$ cat config.mk
export PLATFORM = sky130hd
export DESIGN_NAME = run_stream_gen
export DESIGN_NICKNAME = d
export VERILOG_FILES = /design/src/rtl/run_gen_pkg.sv /design/src/rtl/cmd_fifo.sv /design/src/rtl/run_stream_gen.sv
export SDC_FILE = /design/constraint.sdc
export NUM_CORES = 1
export LEC_CHECK = 0
export CORE_MARGIN = 10
export CORE_UTILIZATION = 31
export DETAILED_ROUTE_END_ITERATION = 10
export PLACE_DENSITY_LB_ADDON = 0.12
export SYNTH_ARGS = -nofsm -noshare
export SYNTH_HDL_FRONTEND = slang
export SYNTH_HIERARCHICAL = 1
export SYNTH_SLANG_ARGS = --single-unit
$ cat constraint.sdc
create_clock -name i_clk -period 2.88 [get_ports i_clk]
set_input_delay 0.288 -clock i_clk [delete_from_list [all_inputs] [get_ports i_clk]]
set_output_delay 0.288 -clock i_clk [all_outputs]
set_load 0.005 [all_outputs]
$ cat src/rtl/run_gen_pkg.sv
// Shared types and default sizes for the run-length stream generator.
// A run command is one bit value plus the number of times it repeats.
package run_gen_pkg;

    localparam int LEN_W_DEF      = 4;
    localparam int FIFO_DEPTH_DEF = 2;
    localparam int DET_N_DEF      = 4;

    typedef enum logic {
        IDLE = 1'b0,
        SEND = 1'b1
    } state_t;

    typedef struct packed {
        logic                 bit_v;
        logic [LEN_W_DEF-1:0] len;
    } cmd_t;

endpackage

$ cat src/rtl/cmd_fifo.sv
// Synchronous command FIFO with a fall-through head word.
// Pointers carry one extra wrap bit so full and empty are told apart without a counter.
module cmd_fifo #(
    parameter int WIDTH = 5,
    parameter int DEPTH = 2
) (
    input  logic             i_clk,
    input  logic             i_rst,
    input  logic             i_push,
    input  logic             i_pop,
    input  logic [WIDTH-1:0] i_data,
    output logic [WIDTH-1:0] o_data,
    output logic             o_full,
    output logic             o_empty
);
    localparam int AW = $clog2(DEPTH);

    logic [WIDTH-1:0] r_mem [DEPTH];
    logic [AW:0]      r_wr_ptr;
    logic [AW:0]      r_rd_ptr;
    logic             w_push_ok;
    logic             w_pop_ok;

    assign w_push_ok = i_push && !o_full;
    assign w_pop_ok  = i_pop && !o_empty;

    // Pointer update; reset discards every buffered command.
    always_ff @(posedge i_clk) begin
        if (i_rst) begin
            r_wr_ptr <= {(AW+1){1'b0}};
            r_rd_ptr <= {(AW+1){1'b0}};
        end else begin
            if (w_push_ok) begin
                r_wr_ptr <= r_wr_ptr + (AW+1)'(1'b1);
            end
            if (w_pop_ok) begin
                r_rd_ptr <= r_rd_ptr + (AW+1)'(1'b1);
            end
        end
    end

    // Storage write; contents need no reset because the pointers gate every read.
    always_ff @(posedge i_clk) begin
        if (w_push_ok) begin
            r_mem[r_wr_ptr[AW-1:0]] <= i_data;
        end
    end

    assign o_data  = r_mem[r_rd_ptr[AW-1:0]];
    assign o_empty = (r_wr_ptr == r_rd_ptr);
    assign o_full  = (r_wr_ptr[AW] != r_rd_ptr[AW]) &&
                     (r_wr_ptr[AW-1:0] == r_rd_ptr[AW-1:0]);

endmodule

$ cat src/rtl/run_stream_gen.sv
// Serialises buffered {bit, length} run commands onto w and predicts the output
// of an N-in-a-row detector watching w (z_exp).
module run_stream_gen
    import run_gen_pkg::*;
#(
    parameter int LEN_W      = LEN_W_DEF,
    parameter int FIFO_DEPTH = FIFO_DEPTH_DEF,
    parameter int DET_N      = DET_N_DEF
) (
    input  logic             i_clk,
    input  logic             i_rst,
    input  logic             i_cmd_valid,
    output logic             o_cmd_ready,
    input  logic             i_cmd_bit,
    input  logic [LEN_W-1:0] i_cmd_len,
    output logic             o_w,
    output logic             o_w_valid,
    output logic             o_run_done,
    output logic             o_z_exp
);
    localparam int               RC_W   = $clog2(DET_N + 1);
    localparam logic [RC_W-1:0]  RC_MAX = RC_W'(DET_N);

    logic [LEN_W:0]   w_head;
    logic             w_full;
    logic             w_empty;
    logic             w_pop;
    logic             w_emit;
    logic             w_emit_bit;
    state_t           r_state;
    state_t           w_state_nxt;
    logic [LEN_W-1:0] r_cnt;
    logic [LEN_W-1:0] w_cnt_nxt;
    logic             r_w;
    logic             w_w_nxt;
    logic             r_w_valid;
    logic             w_w_valid_nxt;
    logic [RC_W-1:0]  r_rc;
    logic [RC_W-1:0]  w_rc_nxt;
    logic             r_lb;
    logic             w_lb_nxt;

    cmd_fifo #(
        .WIDTH (LEN_W + 1),
        .DEPTH (FIFO_DEPTH)
    ) u_cmd_fifo (
        .i_clk   (i_clk),
        .i_rst   (i_rst),
        .i_push  (i_cmd_valid && o_cmd_ready),
        .i_pop   (w_pop),
        .i_data  ({i_cmd_bit, i_cmd_len}),
        .o_data  (w_head),
        .o_full  (w_full),
        .o_empty (w_empty)
    );

    assign o_cmd_ready = !w_full && !i_rst;

    // Next-state, bit-stream and run-tracking logic.
    always_comb begin
        w_state_nxt   = r_state;
        w_cnt_nxt     = r_cnt;
        w_w_nxt       = r_w;
        w_w_valid_nxt = r_w_valid;
        w_rc_nxt      = r_rc;
        w_lb_nxt      = r_lb;
        w_pop         = 1'b0;
        w_emit        = 1'b0;
        w_emit_bit    = r_w;

        case (r_state)
            IDLE: begin
                w_w_valid_nxt = 1'b0;
                if (!w_empty) begin
                    w_pop = 1'b1;
                end else begin
                    w_pop = 1'b0;
                end
            end
            SEND: begin
                if (r_cnt != {LEN_W{1'b0}}) begin
                    w_cnt_nxt = r_cnt - LEN_W'(1'b1);
                    w_emit    = 1'b1;
                end else if (!w_empty) begin
                    w_pop = 1'b1;
                end else begin
                    w_state_nxt   = IDLE;
                    w_w_valid_nxt = 1'b0;
                end
            end
            default: begin
                w_state_nxt   = IDLE;
                w_w_valid_nxt = 1'b0;
            end
        endcase

        // A popped null command is dropped, costing a single bubble cycle.
        if (w_pop) begin
            if (w_head[LEN_W-1:0] != {LEN_W{1'b0}}) begin
                w_state_nxt = SEND;
                w_emit      = 1'b1;
                w_emit_bit  = w_head[LEN_W];
                w_cnt_nxt   = w_head[LEN_W-1:0] - LEN_W'(1'b1);
            end else begin
                w_state_nxt   = IDLE;
                w_w_valid_nxt = 1'b0;
            end
        end else begin
            w_emit_bit = w_emit_bit;
        end

        // Idle cycles leave rc/lb untouched so a run may span several commands.
        if (w_emit) begin
            w_w_nxt       = w_emit_bit;
            w_w_valid_nxt = 1'b1;
            w_lb_nxt      = w_emit_bit;
            if ((w_emit_bit == r_lb) && (r_rc != {RC_W{1'b0}})) begin
                w_rc_nxt = (r_rc == RC_MAX) ? RC_MAX : (r_rc + RC_W'(1'b1));
            end else begin
                w_rc_nxt = RC_W'(1'b1);
            end
        end else begin
            w_lb_nxt = r_lb;
        end
    end

    // State and output registers; reset abandons any run in flight.
    always_ff @(posedge i_clk) begin
        if (i_rst) begin
            r_state   <= IDLE;
            r_cnt     <= {LEN_W{1'b0}};
            r_w       <= 1'b0;
            r_w_valid <= 1'b0;
            r_rc      <= {RC_W{1'b0}};
            r_lb      <= 1'b0;
        end else begin
            r_state   <= w_state_nxt;
            r_cnt     <= w_cnt_nxt;
            r_w       <= w_w_nxt;
            r_w_valid <= w_w_valid_nxt;
            r_rc      <= w_rc_nxt;
            r_lb      <= w_lb_nxt;
        end
    end

    assign o_w        = r_w;
    assign o_w_valid  = r_w_valid;
    assign o_run_done = r_w_valid && (r_cnt == {LEN_W{1'b0}});
    assign o_z_exp    = r_w_valid && (r_rc == RC_MAX);

endmodule
# Word level (Yosys, flattened, before mapping)
# Memory sizes are Yosys's and may differ from the RTL's. A register that Yosys moved wholly into a read port is not among the register bits.
# Index checks and enable logic that the tools add are counted.
# word_totals
regBits	14
latch_bits	0
ramBits	10
mem_bits_ro	0
output_inout_bits	5
elab_cells	63
n_memories	1
# op_classes
n_addsub	5
mul	0
n_div	0
order_cmp	0
eq_ne	5
shift	0
n_mux	29
bitwise_logic	1
reduce_logical	15
# mem_list
name	depth	width	read_ports	rd_ports_with_merged_regs	write_ports	line	source
u_cmd_fifo.r_mem	2	5	1	1	1	cmd_fifo.sv:18	logic [WIDTH-1:0] r_mem [DEPTH];
# ops
op	count
$mux W1	21
$mux W4	4
$logic_and A1 B1 Y1	8
$reduce_bool A4 Y1	2
$sub A4 B1 Y4 const B	2
$mux W3	2
$add A2 B1 Y2 const B	2
$logic_not A4 Y1	1
$pmux W1 S2	2
$add A3 B1 Y3 const B	1
$eq A3 B3 Y1 const B	1
$logic_not A1 Y1	3
$reduce_bool A3 Y1	1
$eq A1 B1 Y1	2
$eq A2 B2 Y1	1
$ne A1 B1 Y1	1
$not A1 Y1	1

# Logic depth before layout (Yosys ltp)
# Gate-level depths: netlist of run 1.
# depth
word_depth	8
depth_mapped	8
ltp_nobuf	7

# Modules after synthesis
# The synthesis of run 1 kept the hierarchy.
# modules_own_cells
mod	instances	cells_each	area_each_um2	seq_area_each_um2
cmd_fifo	1	47	630.6	400.4
run_stream_gen	1	67	611.8	200.2

# Least setup slack after synthesis of run 1
# No wires, ideal clock.
# synth_timing
path_type	register -> register
start	register (tool-made name)
end	register r_rc[2]
setup_time_ns	0.103
t_arrival_ns	2.115
slack_ns	0.662
path_stages_with_launch	8
n_path_buf	0
path_cell_list	dfxtp_1 mux2_2 inv_1 ha_1 nor3b_1 a211oi_4 a22o_2 a2111oi_2
# synth_rtl
item	line	source
end signal: assignment	run_stream_gen.sv:134	r_rc <= {RC_W{1'b0}};
end signal: assignment	run_stream_gen.sv:141	r_rc <= w_rc_nxt;
end: declaration	run_stream_gen.sv:38	logic [RC_W-1:0] r_rc;

==> reports/metrics.cfg, run 1 <==
[global_route]
track_usage_pct=6.95
grt_pass1_vias=890
gr-usage-met3_pct=1.86
antenna_found_initial=0
grt_max_degree=17
busiest_layer=met2
use_met2_pct=11.7
use_met1_pct=7.90
grt-ovfl-total=0
grt_pass1_wl_um=4140

[cells_and_area]
fillCellCount=364
final-seq-area_um2=601
multi_input_area_um2=583
fin_area_um2=1460
layout-drive-gt1-share_pct=14.2
diodes=0
nets=140
fin_util_pct=38.6
syn_to_final_growth_pct=17.1

[clock_tree]
root_buffer=clkbuf_8
cts_hold_buf=0
cts_buffers=3
cts_tree=done
clockBufferDepth=2
h-tree-depth=1
ctsResizeCount=0
cts_setup_buffers=0
path_clk_slew_ps=90
worstSkewPairLatency_ps=270
clock-sinks=25

[synth]
synth_seq_cells=25
yosysMostFrequentCell=dfxtp_1
syn_area_um2=1240
synth_edf_count=10
yosys.area_share.simple_pct=13.3
yosys.area.top_type=dfxtp_1
yosys.area_share.xor_xnor_pct=4.83
synthAdderAreaFrac_pct=4.03
ys.flop_type=dfxtp_1
muxShareOfSynthArea_pct=7.75
async_flop_share_pct=0
syn-num-nets=126
synth_compound_area_share_pct=17.0
synth.avg_cell_area_um2=10.9
synth_top_family_by_area=compound AO/OA/AOI/OAI gates
yosys-top-cells-count=dfxtp_1 (15), nor2_1 (11), edfxtp_1 (10)
synth_top_area_share_pct=24.2
ys_types=41
syn-instance-count=114
synth_seq_area_share_pct=48.3
netlist_top_cells_area=dfxtp_1 (24%), edfxtp_1 (24%), mux2_2 (4.5%)
synth_warnings=6

[worst_setup_path]
crit_arrival_ps=2620
critical_path_class=reg2reg
worstSetupEndpointType=register
cp_max_fo=5
crit_path_start_kind=register
cp.required_ps=3050

[drt]
drtIter0Drc=41
ant_nets=0
wl_um=2390
num_vias=845
first_pass_iters=4
drc=0
wire_per_inst_um=13.6
vias_per_cell=4.83

[placement]
dp_hpwl_um=1810
place_area_um2=1410
gp_congestion=0.733
io_buffers=12
dp_slack_ps=437

[timing]
fin_skew_ps=1.71
fin_ws_ps=431
drv_slew=0
worst_pin_slew_ps=565
clock.fmax_ghz=0.408
setup_viol=0
rsz0062_at_grt=no
fin_crit_sh_pct=85.0
maxSlewHeadroom_pct=62.4
hold_viol=0
period_needed_ps=2450
finalSetupTns_ps=0

[power_and_ir_drop]
ir_drop_v=0.000284
finalPower_mw=1.23
p_leak_nw=0.524
power_density_nw_per_um2=846

[die]
fp.dieH_um=83.3
initial_core_util_pct=32.9
core_um2=3770
num_rows=22
ios=13
die_w_um=83.3
die_area_um2=6940

[worst_hold_path]
hold_path.class=reg2reg

[run]
maxCapViolations=0

[outcome]
outcome=completed

-- kinds of logic (layout without fill, tap and decap cells) --
family,after synthesis,after routing
xor+xnor,6,6
fa+ha+maj,4,4
simple gates,31,31
compound gates,26,26
flops,25,25
buf+inv,13,26
mux,9,9
-- flip-flops by register name, summed over array words and instances (netlist names), named ones only --
signal and count:
r_lb 1, u_cmd_fifo/r_wr_ptr 2, r_rc 3, u_cmd_fifo/r_mem 10, u_cmd_fifo/r_rd_ptr 2, r_cnt 4, o_w_valid 1, r_state 1
-- area by class of cell --
type / instances / area share [%]
inverter: 9 / 2.32
clock buffer: 3 / 2.84
tap: 48 / 4.13
timing repair buffer: 13 / 8.77
sequential: 25 / 41.3
multi-input combinational: 76 / 40.1
clock inverter: 1 / 0.602
-- worst max-delay path, cell delays in order, from the launching register on --
cell       delay [ps]
dfxtp_1           440
mux2_2            400
inv_1              60
ha_1              160
nor3b_1           470
a2bb2oi_1         360
nor4b_1           130
a2111oi_2         330
-- layout by cell type (no fill, tap or decap), drive strengths merged, types with 2 or more instances in the layout --
master	instances
dfxtp	15
clkdlybuf4s50	12
nor2	11
edfxtp	10
inv	10
a21oi	7
nand2	7
mux2	5
a211oi	5
mux2i	4
ha	4
xnor2	3
clkbuf	3
a311oi	3
xor2	3
nor3b	2
nor3	2
o21a	2
-- final timing paths --
| kind | start | endpoint | slack, ps | cells past startpoint |
|---|---|---|---|---|
| min reg2reg | r_rc[1]$_SDFFE_PP0P_ | r_rc[1]$_SDFFE_PP0P_ | 510 | 2 |
| max | register | r_rc[2]$_SDFFE_PP0P_ | 430 | 7 |
| min | r_rc[1]$_SDFFE_PP0P_ | r_rc[1]$_SDFFE_PP0P_ | 510 | 2 |
| max reg2reg | register | r_rc[2]$_SDFFE_PP0P_ | 430 | 7 |
-- report_power, final --
group	switching (mW)	leakage, nW	internal [mW]
sequential	0.0730	0.215	0.440
combinational	0.274	0.283	0.227
clock	0.115	0.0261	0.101
-- stage by stage --
step	cells	hold WS, ps
3_5_place_dp	171	510
2_1_floorplan	114	357
6_report	175	514
5_1_grt	175	548
3_3_place_gp	171	516
4_1_cts	175	522
-- per-layer routing --
metal	share of wire, %	vias to the layer above
li1	-	439
met2	50	5
met3	3.0	2
met1	46	399
met4	0.92	0
met5	0	-
Power figures use the tool's default switching activity.
==> run 2, diff against run 1 <==
- DONT_BUFFER_PORTS: not set -> 1
- clock period: 2.88 -> 3 ns (I/O delays scaled with it)
==> run 2 against run 1 <==
Via count decreased by 1.3%. Non-clock buffer count decreased by 13. Power down 7.6%. Die area unchanged. Sequential power fell by 3%. Clock skew increased by 0.68 ps. Worst hold slack worse by 430 ps. Largest cell class unchanged. Highest routed layer unchanged.
==> reports/metrics.cfg, run 2 (synthesized netlist as in run 1, its figures left out) <==
[outcome]
outcome=completed

[worst_setup_path]
worstSetupEndpointType=register
crit_path_start_kind=register
cp_max_fo=5
crit_arrival_ps=2590
critical_path_class=reg2reg
cp.required_ps=3170
reg2reg_setup_slack_ps=580
r2r-end=r_rc[2]$_SDFFE_PP0P_
ff2ff_path_depth=7

[clock_tree]
cts_tree=done
cts_hold_buf=0
h-tree-depth=1
clockBufferDepth=2
path_clk_slew_ps=90
cts_setup_buffers=0
cts_buffers=3
worstSkewPairLatency_ps=270
ctsResizeCount=0
root_buffer=clkbuf_8
clock-sinks=25

[cells_and_area]
largest_register_ffs=10
final_common_cell=dfxtp_1
nets=127
diodes=0
layout-drive-gt1-share_pct=14.9
multi_input_area_um2=583
final-seq-area_um2=601
final_cell_mix=dfxtp_1 (15), nor2_1 (11), edfxtp_1 (10)
fillCellCount=374
syn_to_final_growth_pct=6.85

[timing]
clock.fmax_ghz=0.414
maxSlewHeadroom_pct=63.7
period_needed_ps=2420
hold_viol=0
drv_slew=0
rsz0062_at_grt=no
setup_viol=0
finalSetupTns_ps=0
fin_crit_sh_pct=80.6
fin_skew_ps=2.39
worst_pin_slew_ps=544

[placement]
io_buffers=0
gp_congestion=0.803
dp_hpwl_um=1750

[power_and_ir_drop]
finalPower_mw=1.14
ir_drop_v=0.000317
power_density_nw_per_um2=856
intPower_mw=0.699
power_frac_seq_pct=43.7
p_comb_share_pct=37.9
sw_frac_of_total_pct=38.5
clock_power_share_pct=18.4
p_switching_mw=0.438
p_leak_nw=0.474

[die]
ios=13
die_w_um=83.3
fp.dieH_um=83.3
core_um2=3770
die_area_um2=6940
initial_core_util_pct=32.9
num_rows=22

[drt]
wl_um=2280
ant_nets=0
drc=0
drtIter0Drc=25
vias_per_cell=5.15
wire_per_inst_um=14.1
num_vias=834
first_pass_iters=4

[global_route]
antenna_found_initial=0
grt_pass1_vias=826
grt-ovfl-total=0
grt_pass1_wl_um=3820
grt_max_degree=18
track_usage_pct=6.58

[worst_hold_path]
min-delay-start=i_rst
min_to=u_cmd_fifo/r_rd_ptr[1]$_SDFFE_PP0P_
min_path_cells=1
hold_path.class=in2reg

[run]
maxCapViolations=0

[run 2: how the worst max path moves through the flow]
stage	start	to	slack [ps]	depth (start not counted)
6_report	register	r_rc[2]$_SDFFE_PP0P_	580	7
5_1_grt	register	r_rc[2]$_SDFFE_PP0P_	340	7
4_1_cts	register	r_rc[2]$_SDFFE_PP0P_	550	7
2_1_floorplan	register	r_rc[2]$_SDFFE_PP0P_	780	7
3_5_place_dp	register	r_rc[2]$_SDFFE_PP0P_	550	7
3_3_place_gp	register	r_rc[2]$_SDFFE_PP0P_	640	7
[run 2: cell type report]
| type | count | share of cell area (%) |
|---|---|---|
| clock buffers | 3 | 3.11 |
| well taps | 48 | 4.52 |
| clock inverters | 1 | 0.660 |
| flip-flops and latches | 25 | 45.2 |
| multi-input cells | 76 | 43.9 |
| inverters | 9 | 2.54 |
[run 2: metrics by stage]
stage	setup WS [ps]	hold WS, ps	std cells	util, %	area [µm²]
finish	582	86.2	162	35.2	1330
global placement	640	375	158	33.9	1280
floorplan	782	369	114	-	1240
CTS	546	77.6	162	35.2	1330
global route	336	69.9	162	35.2	1330
detailed placement	549	375	158	33.9	1280
[run 2: worst max-delay path, cell delays in order, from the launching register on]
cell and delay [ps]:
dfxtp_1 440, mux2_2 400, inv_1 70, ha_1 160, nor3b_1 480, a2bb2oi_1 350
nor4b_1 110, a2111oi_2 320
[run 2: per-layer routing]
metal / GRT usage (%) / wire length (µm) / part of all wire (%)
met5: 0 / 0 / 0
met4: 3.23 / 23 / 1.0
met3: 2.44 / 102 / 4.5
met2: 10.9 / 1140 / 50
met1: 7.18 / 1010 / 44
[run 2: power by group through the flow]
stage,logic [mW],clock network (mW),registers [mW]
detailed placement,0.428,0,0.506
finish,0.431,0.210,0.496
global placement,0.431,0,0.504
CTS,0.434,0.221,0.498
floorplan,0.404,0,0.468
global route,0.482,0.232,0.509
==> RTL change 1 (config.mk and constraints of run 1) <==
Reset style: asynchronous (`i_rst`), changed in 2 clocked blocks.
--- a/src/rtl/cmd_fifo.sv
+++ b/src/rtl/cmd_fifo.sv
@@ -25,7 +25,7 @@
     assign w_pop_ok  = i_pop && !o_empty;
 
     // Pointer update; reset discards every buffered command.
-    always_ff @(posedge i_clk) begin
+    always_ff @(posedge i_clk or posedge i_rst) begin
         if (i_rst) begin
             r_wr_ptr <= {(AW+1){1'b0}};
             r_rd_ptr <= {(AW+1){1'b0}};
--- a/src/rtl/run_stream_gen.sv
+++ b/src/rtl/run_stream_gen.sv
@@ -125,7 +125,7 @@
     end
 
     // State and output registers; reset abandons any run in flight.
-    always_ff @(posedge i_clk) begin
+    always_ff @(posedge i_clk or posedge i_rst) begin
         if (i_rst) begin
             r_state   <= IDLE;
             r_cnt     <= {LEN_W{1'b0}};
Function: differs if i_rst is asserted again (counterexample within 4 cycles, from zero or initial values and one cycle with i_rst high); with i_rst held inactive, the same outputs for 10 cycles.
==> RTL change 1 against run 1 <==
- worst setup slack better by 0.016 ns
- die area is 4.0% higher
- synthesized area is 5.3% higher
- highest routed layer unchanged
- routed wire length is 3.1% higher
- design area is 4.7% higher
- power is 40% higher
- sequential cell count is 1 lower
- sequential share of layout area is 1.4 points higher
==> RTL change 1: results (changes against run 1) <==
| Metric | Value |
|---|---|
| Post-Syn Nets | 127 (was 126) |
| Vias in the first global route | 958 (was 890) |
| Gate power share | 0.508 (was 0.407) |
| Largest net degree at the start of global routing | 14 (was 17) |
| Multi-input gates | 75 (was 76) |
| Fraction of layout cells with a size suffix above 1 | 0.155 (was 0.142) |
| Cells after synthesis | 115 (was 114) |
| Post-DP HPWL | 1.94 mm (was 1.81 mm) |
| Power share of the sequential group | 0.357 (was 0.417) |
| Ys async rst share | 0.583 (was 0) |
| Final #Nets | 142 (was 140) |
| Clock skew | 0.00302 ns (was 0.00171 ns) |
| Worst hold path type | input pin to async pin (was flip-flop to flip-flop) |
| First-pass GRT wire length | 4.43 mm (was 4.14 mm) |
| Starting DRT DRC Count | 24 (was 41) |
| Signal buffers | 12 (was 13) |
| Post-synthesis mux area share | 0.0946 (was 0.0775) |
| CP Max Fanout | 13 (was 5) |
| Filler Cells Inserted | 403 (was 364) |
| Worst ir drop on vdd | 279 uV (was 284 uV) |
| Leakage power | 0.632 nW (was 0.524 nW) |
| Compound-Gate Fraction of Synth Area | 0.159 (was 0.170) |
| Clk cell area share | 0.0361 (was 0.0344) |
| CP top delay family | simple AND/OR/NAND/NOR gates (was compound AO/OA/AOI/OAI gates) |
| Number of sequential cells | 24 (was 25) |
| Synth cell types | 46 (was 41) |
| Placed Instances | 175 (was 171) |
| Sequential area share after synthesis | 0.497 (was 0.483) |
| Outcome | finished clean (unchanged) |
| Slowest Stage Delay on Critical Path | 0.62 ns (was 0.47 ns) |
| Total GRT Usage | 0.0743 (was 0.0695) |
| Fraction of area in multi-input gates | 0.379 (was 0.401) |
RTL change 1: cell types whose count changed after synthesis, sizes merged, moves of 3 or more:
cell / change
o21ai: +6
dfrtp: +14
nand2: +3
dfxtp: -15
a211oi: -4
nor2: -6
inv: +4
mux2: +3
a21oi: -3
RTL change 1: through the flow:
stage | setup slack [ns] | area (um^2) | total power [mW] | util | hold slack [ns]
floorplan | 0.811 | 1310 | 1.29 | - | 0.0541
global placement | 0.559 | 1470 | 1.50 | 0.365 | 0.505
detailed placement | 0.431 | 1470 | 1.51 | 0.365 | 0.519
CTS | 0.414 | 1520 | 1.75 | 0.378 | 0.261
global route | 0.129 | 1520 | 1.88 | 0.378 | 0.299
finish | 0.447 | 1520 | 1.72 | 0.378 | 0.264
RTL change 1: metal layers:
layer	vias up	wire length, um	global-route usage
met5	-	0	0
met4	0	43	0.0359
met3	4	78	0.0210
met2	14	1150	0.125
met1	406	1190	0.0842
li1	434	-	-
RTL change 1: final timing paths:
check / startpoint / end / slack (ns) / depth (start not counted)
hold reg to reg: r_rc[2]$_DFFE_PP0P_ / r_rc[2]$_DFFE_PP0P_ / 0.53 / 1
setup / recovery: u_cmd_fifo/r_rd_ptr[0]$_DFFE_PP0P_ / r_rc[1]$_DFFE_PP0P_ / 0.45 / 7
hold / removal: i_rst / u_cmd_fifo/r_wr_ptr[1]$_DFFE_PP0P_ / 0.26 / 2
setup reg to reg: u_cmd_fifo/r_rd_ptr[0]$_DFFE_PP0P_ / r_rc[1]$_DFFE_PP0P_ / 0.45 / 7
max in group asynchronous: i_rst / r_cnt[3]$_DFF_PP0_ / 2.26 / 2
min in group i_clk: r_rc[2]$_DFFE_PP0P_ / r_rc[2]$_DFFE_PP0P_ / 0.53 / 1
==> RTL change 2 (settings of run 1) <==
Without the edit above. The package constant `LEN_W_DEF` goes from 4 to 2.
--- a/src/rtl/run_gen_pkg.sv
+++ b/src/rtl/run_gen_pkg.sv
@@ -2,7 +2,7 @@
 // A run command is one bit value plus the number of times it repeats.
 package run_gen_pkg;
 
-    localparam int LEN_W_DEF      = 4;
+    localparam int LEN_W_DEF      = 2;
     localparam int FIFO_DEPTH_DEF = 2;
     localparam int DET_N_DEF      = 4;
 
Ports: changed (resized i_cmd_len); port bits go from 13 to 11. No check against the original RTL was run, so the function may have changed too.
==> RTL change 2 against run 1 <==
- synthesized area fell by 24%
- worst hold slack got worse by 0.0015 ns
- largest cell class is now multi-input gates
- die area fell by 18%
- routed wire length fell by 27%
- sequential share of layout area fell by 1.3 points
- first-iteration DRC count rose by 12%
- worst setup slack improved by 0.41 ns
- sequential cell count fell by 6
- utilization rose by 0.33 points
- fmax rose by 20%
- power fell by 23%
- design area fell by 24%
==> RTL change 2: results (changes against run 1) <==
| Metric | Value |
|---|---|
| Xor and xnor area share after synthesis | 0.0542 (was 0.0483) |
| Leakage power | 0.421 nW (was 0.524 nW) |
| Crit path DAT | 1.75 ns (was 2.62 ns) |
| WL per Instance | 13.1 um (was 13.6 um) |
| GR met1 Demand/Resource | 0.0817 (was 0.0790) |
| Worst ir drop on vdd | 336 uV (was 284 uV) |
| Placed cell area | 1070 um^2 (was 1410 um^2) |
| Via count | 669 (was 845) |
| Slew headroom | 0.773 (was 0.624) |
| Post-synthesis mux area share | 0.0674 (was 0.0775) |
| Synth Area per Inst | 10.5 um^2 (was 10.9 um^2) |
| Post-synth top cells | dfxtp_1 (13), nor2_1 (9), a21oi_1 (7) (was dfxtp_1 (15), nor2_1 (11), edfxtp_1 (10)) |
| Metal3 WL | 98 um (was 71 um) |
| Starting DRT DRC Count | 46 (was 41) |
| Number of port buffers | 10 (was 12) |
| Routability cong. | 0.796 (was 0.733) |
| First-pass GRT wire length | 3.02 mm (was 4.14 mm) |
| Metal1 wirelength | 846 um (was 1.09 mm) |
| Slowest cell on crit path | dfxtp_1 (was nor3b_1) |
| Clock-pin slew on the worst setup and hold paths | 0.12 ns (was 0.09 ns) |
| Worst-Skew Late Latency | 0.30 ns (was 0.27 ns) |
| Power share of the sequential group | 0.430 (was 0.417) |
| Sw Ratio | 0.380 (was 0.375) |
| Synth area leaders | dfxtp_1 (27%), edfxtp_1 (19%), a21oi_1 (3.7%), nor2_1 (3.6%), mux2_2 (3.6%) (was dfxtp_1 (24%), edfxtp_1 (24%), mux2_2 (4.5%), ha_1 (4.0%), nor2_1 (3.3%)) |
| Pre-CTS setup slack | 0.897 ns (was 0.437 ns) |
| Outcome | finished clean (unchanged) |
| Met2 wire len | 778 um (was 1.20 mm) |
## RTL change 2: worst paths after layout
| kind | startpoint | endpoint | slack [ns] | cells after the start |
|---|---|---|---|---|
| worst max-delay path | u_cmd_fifo/r_rd_ptr[0]$_SDFFE_PP0P_ | o_cmd_ready | 0.84 | 4 |
| worst max register to register | u_cmd_fifo/r_rd_ptr[0]$_SDFFE_PP0P_ | u_cmd_fifo/r_mem[1][0]$_DFFE_PP_ | 0.96 | 6 |
| worst min register to register | r_rc[1]$_SDFFE_PP0P_ | r_rc[1]$_SDFFE_PP0P_ | 0.51 | 2 |
| worst min-delay path | r_rc[1]$_SDFFE_PP0P_ | r_rc[1]$_SDFFE_PP0P_ | 0.51 | 2 |
## RTL change 2: final cells by class
type | count | area share
clock buffer | 3 | 0.0205
multi-input combinational | 65 | 0.432
clock inverter | 1 | 0.00455
sequential | 19 | 0.400
timing repair buffer | 11 | 0.0977
inverter | 3 | 0.0102
tap | 31 | 0.0352
